$ cat src/rtl/aidc_pkg.sv
// Shared field positions and channel typedefs for the AIDC delta codec.
package aidc_pkg;

  localparam int unsigned CHAN_W    = 32;
  localparam int unsigned VALID_BIT = 31;
  localparam int unsigned LAST_BIT  = 30;
  localparam int unsigned DATA_W    = 30;
  localparam int unsigned RESP_W    = 2;

  typedef enum logic [RESP_W-1:0] {
    RespOkay   = 2'b00,
    RespExokay = 2'b01,
    RespSlverr = 2'b10,
    RespDecerr = 2'b11
  } axi_resp_t;

  typedef struct packed {
    logic        valid;
    logic [30:0] addr;
  } axi_a_t;

  typedef struct packed {
    logic        valid;
    logic [28:0] rsvd;
    axi_resp_t   resp;
  } axi_b_t;

  typedef struct packed {
    logic              valid;
    logic              last;
    logic [DATA_W-1:0] data;
  } axi_d_t;

endpackage

$ cat src/rtl/aidc_if.sv
// Flattened 5-channel link seen on both sides of the compressor.
interface aidc_if;
  logic [31:0] icnt_aw_intf;
  logic [31:0] icnt_w_intf;
  logic [31:0] icnt_b_intf;
  logic [31:0] icnt_ar_intf;
  logic [31:0] icnt_r_intf;
  logic [31:0] mc_aw_intf;
  logic [31:0] mc_w_intf;
  logic [31:0] mc_b_intf;
  logic [31:0] mc_ar_intf;
  logic [31:0] mc_r_intf;

  // Compressor view.
  modport slave (
    input  icnt_aw_intf, icnt_w_intf, icnt_ar_intf, mc_b_intf, mc_r_intf,
    output icnt_b_intf, icnt_r_intf, mc_aw_intf, mc_w_intf, mc_ar_intf
  );

  // Environment view (interconnect plus memory controller).
  modport master (
    output icnt_aw_intf, icnt_w_intf, icnt_ar_intf, mc_b_intf, mc_r_intf,
    input  icnt_b_intf, icnt_r_intf, mc_aw_intf, mc_w_intf, mc_ar_intf
  );
endinterface

$ cat src/rtl/aidc_xor_codec.sv
// Per-burst XOR delta codec; DECODE=0 encodes raw beats, DECODE=1 restores them.
module aidc_xor_codec
  import aidc_pkg::*;
#(
  parameter bit DECODE = 1'b0
) (
  input  logic        clk,
  input  logic        rst_n,
  input  logic        i_enable,
  input  logic [31:0] i_beat,
  output logic [31:0] o_beat
);

  axi_d_t              w_in;
  axi_d_t              w_out_nxt;
  logic                w_en_eff;
  logic [DATA_W-1:0]   w_xor;
  logic [DATA_W-1:0]   w_prev_nxt;
  logic                w_burst_nxt;
  logic                w_en_nxt;

  axi_d_t              r_out;
  logic [DATA_W-1:0]   r_prev;
  logic                r_in_burst;
  logic                r_en;

  assign w_in     = i_beat;
  // Enable is only sampled on the first beat; later beats reuse the latched value.
  assign w_en_eff = r_in_burst ? r_en : i_enable;
  assign w_xor    = w_in.data ^ r_prev;
  assign o_beat   = r_out;

  always_comb begin
    w_out_nxt   = '0;
    w_prev_nxt  = r_prev;
    w_burst_nxt = r_in_burst;
    w_en_nxt    = r_en;
    if (w_in.valid) begin
      w_burst_nxt = ~w_in.last;
      w_en_nxt    = w_en_eff;
      if (w_en_eff) begin
        w_out_nxt.valid = 1'b1;
        w_out_nxt.last  = w_in.last;
        w_out_nxt.data  = w_xor;
        // Both sides chain on the raw (decoded) value.
        w_prev_nxt      = DECODE ? w_xor : w_in.data;
      end else begin
        w_out_nxt = w_in;
      end
      if (w_in.last) begin
        w_prev_nxt = '0;
      end
    end
  end

  always_ff @(posedge clk or posedge rst_n) begin
    if (rst_n) begin
      r_out      <= '0;
      r_prev     <= '0;
      r_in_burst <= 1'b0;
      r_en       <= 1'b0;
    end else begin
      r_out      <= w_out_nxt;
      r_prev     <= w_prev_nxt;
      r_in_burst <= w_burst_nxt;
      r_en       <= w_en_nxt;
    end
  end

endmodule

$ cat src/rtl/aidc_top.sv
// AI data compressor: XOR delta codec on W/R, 1-cycle retiming on AW/AR/B.
module aidc_top
  import aidc_pkg::*;
#(
  parameter int unsigned PARAM = CHAN_W
) (
  input  logic  clk,
  input  logic  rst_n,
  input  logic  ENABLE_i,
  aidc_if.slave bus
);

  logic [PARAM-1:0] r_aw;
  logic [PARAM-1:0] r_ar;
  axi_b_t           r_b;
  axi_b_t           w_b_nxt;
  axi_a_t           w_aw_in;
  axi_a_t           w_ar_in;

  assign w_aw_in = bus.icnt_aw_intf;
  assign w_ar_in = bus.icnt_ar_intf;

  // Reserved response bits are forced to zero toward the interconnect.
  always_comb begin
    w_b_nxt = '0;
    if (bus.mc_b_intf[VALID_BIT]) begin
      w_b_nxt.valid = 1'b1;
      w_b_nxt.resp  = axi_resp_t'(bus.mc_b_intf[RESP_W-1:0]);
    end
  end

  always_ff @(posedge clk or posedge rst_n) begin
    if (rst_n) begin
      r_aw <= '0;
      r_ar <= '0;
      r_b  <= '0;
    end else begin
      r_aw <= w_aw_in.valid ? w_aw_in : '0;
      r_ar <= w_ar_in.valid ? w_ar_in : '0;
      r_b  <= w_b_nxt;
    end
  end

  assign bus.mc_aw_intf  = r_aw;
  assign bus.mc_ar_intf  = r_ar;
  assign bus.icnt_b_intf = r_b;

  aidc_xor_codec #(
    .DECODE (1'b0)
  ) u_w_enc (
    .clk      (clk),
    .rst_n    (rst_n),
    .i_enable (ENABLE_i),
    .i_beat   (bus.icnt_w_intf),
    .o_beat   (bus.mc_w_intf)
  );

  aidc_xor_codec #(
    .DECODE (1'b1)
  ) u_r_dec (
    .clk      (clk),
    .rst_n    (rst_n),
    .i_enable (ENABLE_i),
    .i_beat   (bus.mc_r_intf),
    .o_beat   (bus.icnt_r_intf)
  );

endmodule

$ cat src/flat_wrapper.sv
// flat-port wrapper written by rule: the top's interface ports become plain ports
module aidc_top_flat import aidc_pkg::*;
#(
  parameter int unsigned PARAM = CHAN_W
)
  (clk, rst_n, ENABLE_i, bus_icnt_aw_intf, bus_icnt_w_intf, bus_icnt_ar_intf, bus_mc_b_intf, bus_mc_r_intf, bus_icnt_b_intf, bus_icnt_r_intf, bus_mc_aw_intf, bus_mc_w_intf, bus_mc_ar_intf);
  aidc_if bus_i ();
  input  logic clk;
  input  logic rst_n;
  input  logic ENABLE_i;
  input wire logic [$bits(bus_i.icnt_aw_intf)-1:0] bus_icnt_aw_intf;
  input wire logic [$bits(bus_i.icnt_w_intf)-1:0] bus_icnt_w_intf;
  input wire logic [$bits(bus_i.icnt_ar_intf)-1:0] bus_icnt_ar_intf;
  input wire logic [$bits(bus_i.mc_b_intf)-1:0] bus_mc_b_intf;
  input wire logic [$bits(bus_i.mc_r_intf)-1:0] bus_mc_r_intf;
  output wire logic [$bits(bus_i.icnt_b_intf)-1:0] bus_icnt_b_intf;
  output wire logic [$bits(bus_i.icnt_r_intf)-1:0] bus_icnt_r_intf;
  output wire logic [$bits(bus_i.mc_aw_intf)-1:0] bus_mc_aw_intf;
  output wire logic [$bits(bus_i.mc_w_intf)-1:0] bus_mc_w_intf;
  output wire logic [$bits(bus_i.mc_ar_intf)-1:0] bus_mc_ar_intf;
  assign bus_i.icnt_aw_intf = bus_icnt_aw_intf;
  assign bus_i.icnt_w_intf = bus_icnt_w_intf;
  assign bus_i.icnt_ar_intf = bus_icnt_ar_intf;
  assign bus_i.mc_b_intf = bus_mc_b_intf;
  assign bus_i.mc_r_intf = bus_mc_r_intf;
  assign bus_icnt_b_intf = bus_i.icnt_b_intf;
  assign bus_icnt_r_intf = bus_i.icnt_r_intf;
  assign bus_mc_aw_intf = bus_i.mc_aw_intf;
  assign bus_mc_w_intf = bus_i.mc_w_intf;
  assign bus_mc_ar_intf = bus_i.mc_ar_intf;
  aidc_top #(.PARAM(PARAM)) u_core (.clk(clk), .rst_n(rst_n), .ENABLE_i(ENABLE_i), .bus(bus_i));
endmodule
$ cat config.mk
export PLATFORM = sky130hd
export DESIGN_NAME = aidc_top_flat
export DESIGN_NICKNAME = d
export VERILOG_FILES = /design/src/rtl/aidc_pkg.sv /design/src/rtl/aidc_if.sv /design/src/rtl/aidc_xor_codec.sv /design/src/rtl/aidc_top.sv /design/src/flat_wrapper.sv
export SDC_FILE = /design/constraint.sdc
export NUM_CORES = 1
export LEC_CHECK = 0
export ABC_AREA = 1
export CAP_MARGIN = 20
export CORE_ASPECT_RATIO = 0.7
export CORE_MARGIN = 1.5
export CORE_UTILIZATION = 25
export DETAILED_ROUTE_END_ITERATION = 12
export PLACE_DENSITY = 0.61
export SETUP_SLACK_MARGIN = 0.15
export SLEW_MARGIN = 40
export SYNTH_ARGS = -nofsm -noshare
export SYNTH_HDL_FRONTEND = slang
export SYNTH_SLANG_ARGS = --single-unit
$ cat constraint.sdc
create_clock -name clk -period 8.9 [get_ports clk]
set_input_delay 0.89 -clock clk [delete_from_list [all_inputs] [get_ports clk]]
set_output_delay 0.89 -clock clk [all_outputs]
set_load 0.1 [all_outputs]
# == Yosys cells after proc, flatten, opt, wreduce, memory -nomap -nowiden ==
# Cells that the tools add are included.
# totals
reg_bits,195
out_inout_bits,160
wordCells,38
inputBits,163
# op_classes
n_bitwise,4
n_mux,14
n_reduce_logical,4
# op_table
operator,count
$mux W30,6
$mux W32,4
$xor A30 B30 Y30,2
$reduce_and A2 Y1,2
$reduce_bool A2 Y1,2
$mux W1,3
$mux W2,1
$not A1 Y1,2

# == Logic depth before layout (Yosys ltp) ==
# depth
word_depth,3
depth_mapped,8
mapped_depth_nobuf,7

# == Hierarchy ==
# Synthesis repeated with hierarchy kept, for this count alone.
# hier_totals
hier_cells,1073
area_unflattened_um2,8755.9
# by_module_without_submodules
mod,cells_each,n_inst,area_each_um2,seq_area_each_um2
aidc_xor_codec (u_core.u_w_enc),438,1,3235.6,1601.5
aidc_xor_codec (u_core.u_r_dec),403,1,3070.4,1601.5
aidc_top,232,1,2449.8,1676.6

# == Least setup slack after synthesis ==
# OpenSTA, ideal clock, no wires.
# synth_path
kind,register to output
start,register u_core.r_b (netlist bit u_core.bus.icnt_b_intf[0])
end,output bus_icnt_b_intf[0]
setup_slack_ps,7127
n_path_buf,0
t_arrival_ps,883
path_stages_with_launch,1
required_time_ps,8010
path_cell_list,dfrtp_1
# synth_lines
item,line,source
"start, declared",aidc_top.sv:15,axi_b_t r_b;
"start signal, assigned",aidc_top.sv:40,r_b <= w_b_nxt;
"end, declared",flat_wrapper.sv:16,output wire logic [$bits(bus_i.icnt_b_intf)-1:0] bus_icnt_b_intf;
# No word-level cell between the ends.

==> reports/results.tsv <==
stage	metric	value	unit
setup_path	crit_required	9.28	ns
grt	grt-ovfl-total	0	
die	core_region_area	0.0338	sq mm
pwr	p_total	2.56	mW
pwr	power.leakage	6.65	nW
setup_path	crit_path_max_fanout	33	
synthesis	synth-seq-cells	195	
die	io_pins	323	
synthesis	syn_avg_cell_area	8.11	sq um
pwr	vdd_ir_drop_max	91.4	uV
sta	rsz0062_at_grt	false	
route	wire_per_inst	13.9	um
route	vias	7504	
synthesis	netlist_area	0.00864	sq mm
clock_tree	cts_root_buf	clkbuf_16	
setup_path	startpoint_type	primary input	
sta	hold_viol	0	
die	die_area	0.0357	sq mm
sta	post-route-min-period	3.31	ns
clock_tree	insertion_delay	0.45	ns
clock_tree	htree_levels	4	
clock_tree	cts_resized	0	
sta	worst_pin_slew	0.795	ns
setup_path	cp-endpoint	u_core.u_r_dec.o_beat[5]	
clock_tree	cts_setup_buffers	0	
sta	setup_slack	5.59	ns
die	die_y	159	um
pwr	p_per_area	222	mW/mm^2
sta	fmax	302	MHz
setup_path	regToRegSetupSlack	6.14	ns
clock_tree	cts_inserted_buffers	17	
route	first_pass_iters	4	
placed_design	place_ws	5.05	ns
route	finalWirelength	24700	um
route	post_drt_via_cell_ratio	4.22	
route	dr.first_iter.drc_count	626	
clock_tree	clk_pin_slew	0.08	ns
route	drc	0	
setup_path	ff2ff_path_depth	7	
clock_tree	cts_tree	yes	
die	rows	56	
placed_design	place_inst	1745	
setup_path	crit-reg2reg-launch	u_core.u_r_dec.r_in_burst	
final_layout	drive_gt1_share	14.1	%
sta	maxSlewHeadroom	46.8	%
status	status	finished clean	
sta	final.setup.tns	0	ns
die	initial_core_util	25.6	%
synthesis	seq_area_frac_synth	56.5	%
clock_tree	cts_hold_buf	0	
grt	grt_pass1_vias	7349	
placed_design	io_buffers	264	
clock_tree	cts_sinks	195	
final_layout	final_nets	1463	
sta	finalCritPeriodShare	37.2	%
setup_path	worstSetupEndpointType	flip-flop	
setup_path	worstPathArrival	3.69	ns
final_layout	stdcell_count	1778	
die	die-width	225	um
grt	grt_usage	14.2	%
sta	finalSetupViolations	0	
grt	grt_pass1_wl	38900	um
final_layout	area_growth	33.0	%
synthesis	synth_cells	1066	
grt	grt_max_degree	122	
grt	antenna_found_initial	2	
synthesis	synth.distinct_cells	16	
clock_tree	cts_buffer_depth	2	
worst_hold_path	min-delay-path-class	reg -> reg	
setup_path	path_class	in -> reg	
placed_design	place.gp.congestion	0.767	
sta	fin_skew	0.0104	ns
placed_design	dp_hpwl	16100	um
setup_path	reg2reg_to	u_core.u_r_dec.o_beat[5]	
synthesis	yosys_warnings	0	
setup_path	crit_start	ENABLE_i	
route	ant_nets	0	
run	drv_cap	0	
sta	report.final.slew_viol_count	0	
synthesized netlist by cell type, drive strengths merged:
| cell type | n | area share [%] |
|---|---|---|
| a21oi | 32 | 1.9 |
| buf | 65 | 4.9 |
| clkbuf | 19 | 0.83 |
| conb | 1 | 0.043 |
| dfrtp | 195 | 56 |
| inv | 165 | 7.2 |
| nand2 | 379 | 17 |
| nand3 | 90 | 5.2 |
| nand4 | 59 | 4.3 |
| nor2 | 60 | 2.6 |
| o21ai | 1 | 0.058 |
logic make-up (layout without fill, tap and decap cells):
logic type	count (synthesis)	after routing	share of synthesized area, %
compound gates	33	33	1.91
flops	195	195	56.5
buf+inv	249	468	12.9
other cells	1	30	0.0434
simple gates	588	588	28.7
how the worst min path moves through the flow:
stage	cells after the start	start	endpoint	slack, ns
after floorplan	2	u_core.u_w_enc.r_en	u_core.u_w_enc.r_en	0.45
after global placement	2	u_core.u_w_enc.r_en	u_core.u_w_enc.r_en	0.46
after detailed placement	2	u_core.u_w_enc.r_en	u_core.u_w_enc.r_en	0.47
after CTS	2	u_core.u_w_enc.r_en	u_core.u_w_enc.r_en	0.49
after global routing	2	u_core.u_w_enc.r_en	u_core.u_w_enc.r_en	0.53
final	2	u_core.u_w_enc.r_en	u_core.u_w_enc.r_en	0.49
through the flow:
step | area (sq um) | util, % | hold slack, ns
5_1_grt | 11500 | 34.0 | 0.533
3_5_place_dp | 10900 | 32.3 | 0.471
3_3_place_gp | 11500 | 34.2 | 0.464
6_report | 11500 | 34.0 | 0.490
2_1_floorplan | 8750 | - | 0.449
4_1_cts | 11500 | 34.0 | 0.493
routing by layer:
layer | wire length (um) | GRT usage (%)
met1 | 10900 | 17.2
met2 | 11300 | 23.0
met4 | 487 | 5.31
met5 | 8 | 0
met3 | 1970 | 5.39
critical path: stages:
cell and delay (ns):
clkdlybuf4s50_1 0.53, nand2_1 0.08, nand2_2 0.58, nand2_2 0.67, inv_2 0.71, nand2_1 0.10
nand2_1 0.09
flip-flops by register name (all words and copies together) (netlist names):
register                   flops
u_core.bus.icnt_b_intf         3
u_core.bus.mc_ar_intf         32
u_core.bus.mc_aw_intf         32
u_core.u_r_dec.o_beat         32
u_core.u_r_dec.r_en            1
u_core.u_r_dec.r_in_burst      1
u_core.u_r_dec.r_prev         30
u_core.u_w_enc.o_beat         32
u_core.u_w_enc.r_en            1
u_core.u_w_enc.r_in_burst      1
u_core.u_w_enc.r_prev         30
power by group:
| group | leakage [nW] | internal, mW | switching [mW] |
|---|---|---|---|
| logic | 3.81 | 0.149 | 0.615 |
| registers | 2.55 | 0.963 | 0.0360 |
| clock network | 0.294 | 0.401 | 0.393 |
| total | 6.65 | 1.51 | 1.04 |
cells in the final DEF (no fill, tap or decap), types with 2 or more instances in the layout:
master and count:
inv_2 5, clkinv_8 2, nand2_2 6, clkbuf_16 17
clkinv_4 3, clkinv_2 2, inv_8 3, nor2_1 59
nand4_1 59, nand2_1 373, inv_6 4, nand3_1 90
a21oi_1 32, dfrtp_1 195, conb_1 29, inv_1 159
buf_2 133, clkdlybuf4s50_1 131, buf_4 5
final cells by class:
class / count / area [sq um]
flip-flops and latches: 195 / 4880
fillers: 3547 / 22300
multi-input cells: 650 / 2760
diodes: 1 / 2.50
clock inverters: 15 / 168
repair buffers: 271 / 2040
well taps: 464 / 581
inverters: 165 / 632
clock buffers: 17 / 425
Power figures use the tool's default switching activity.
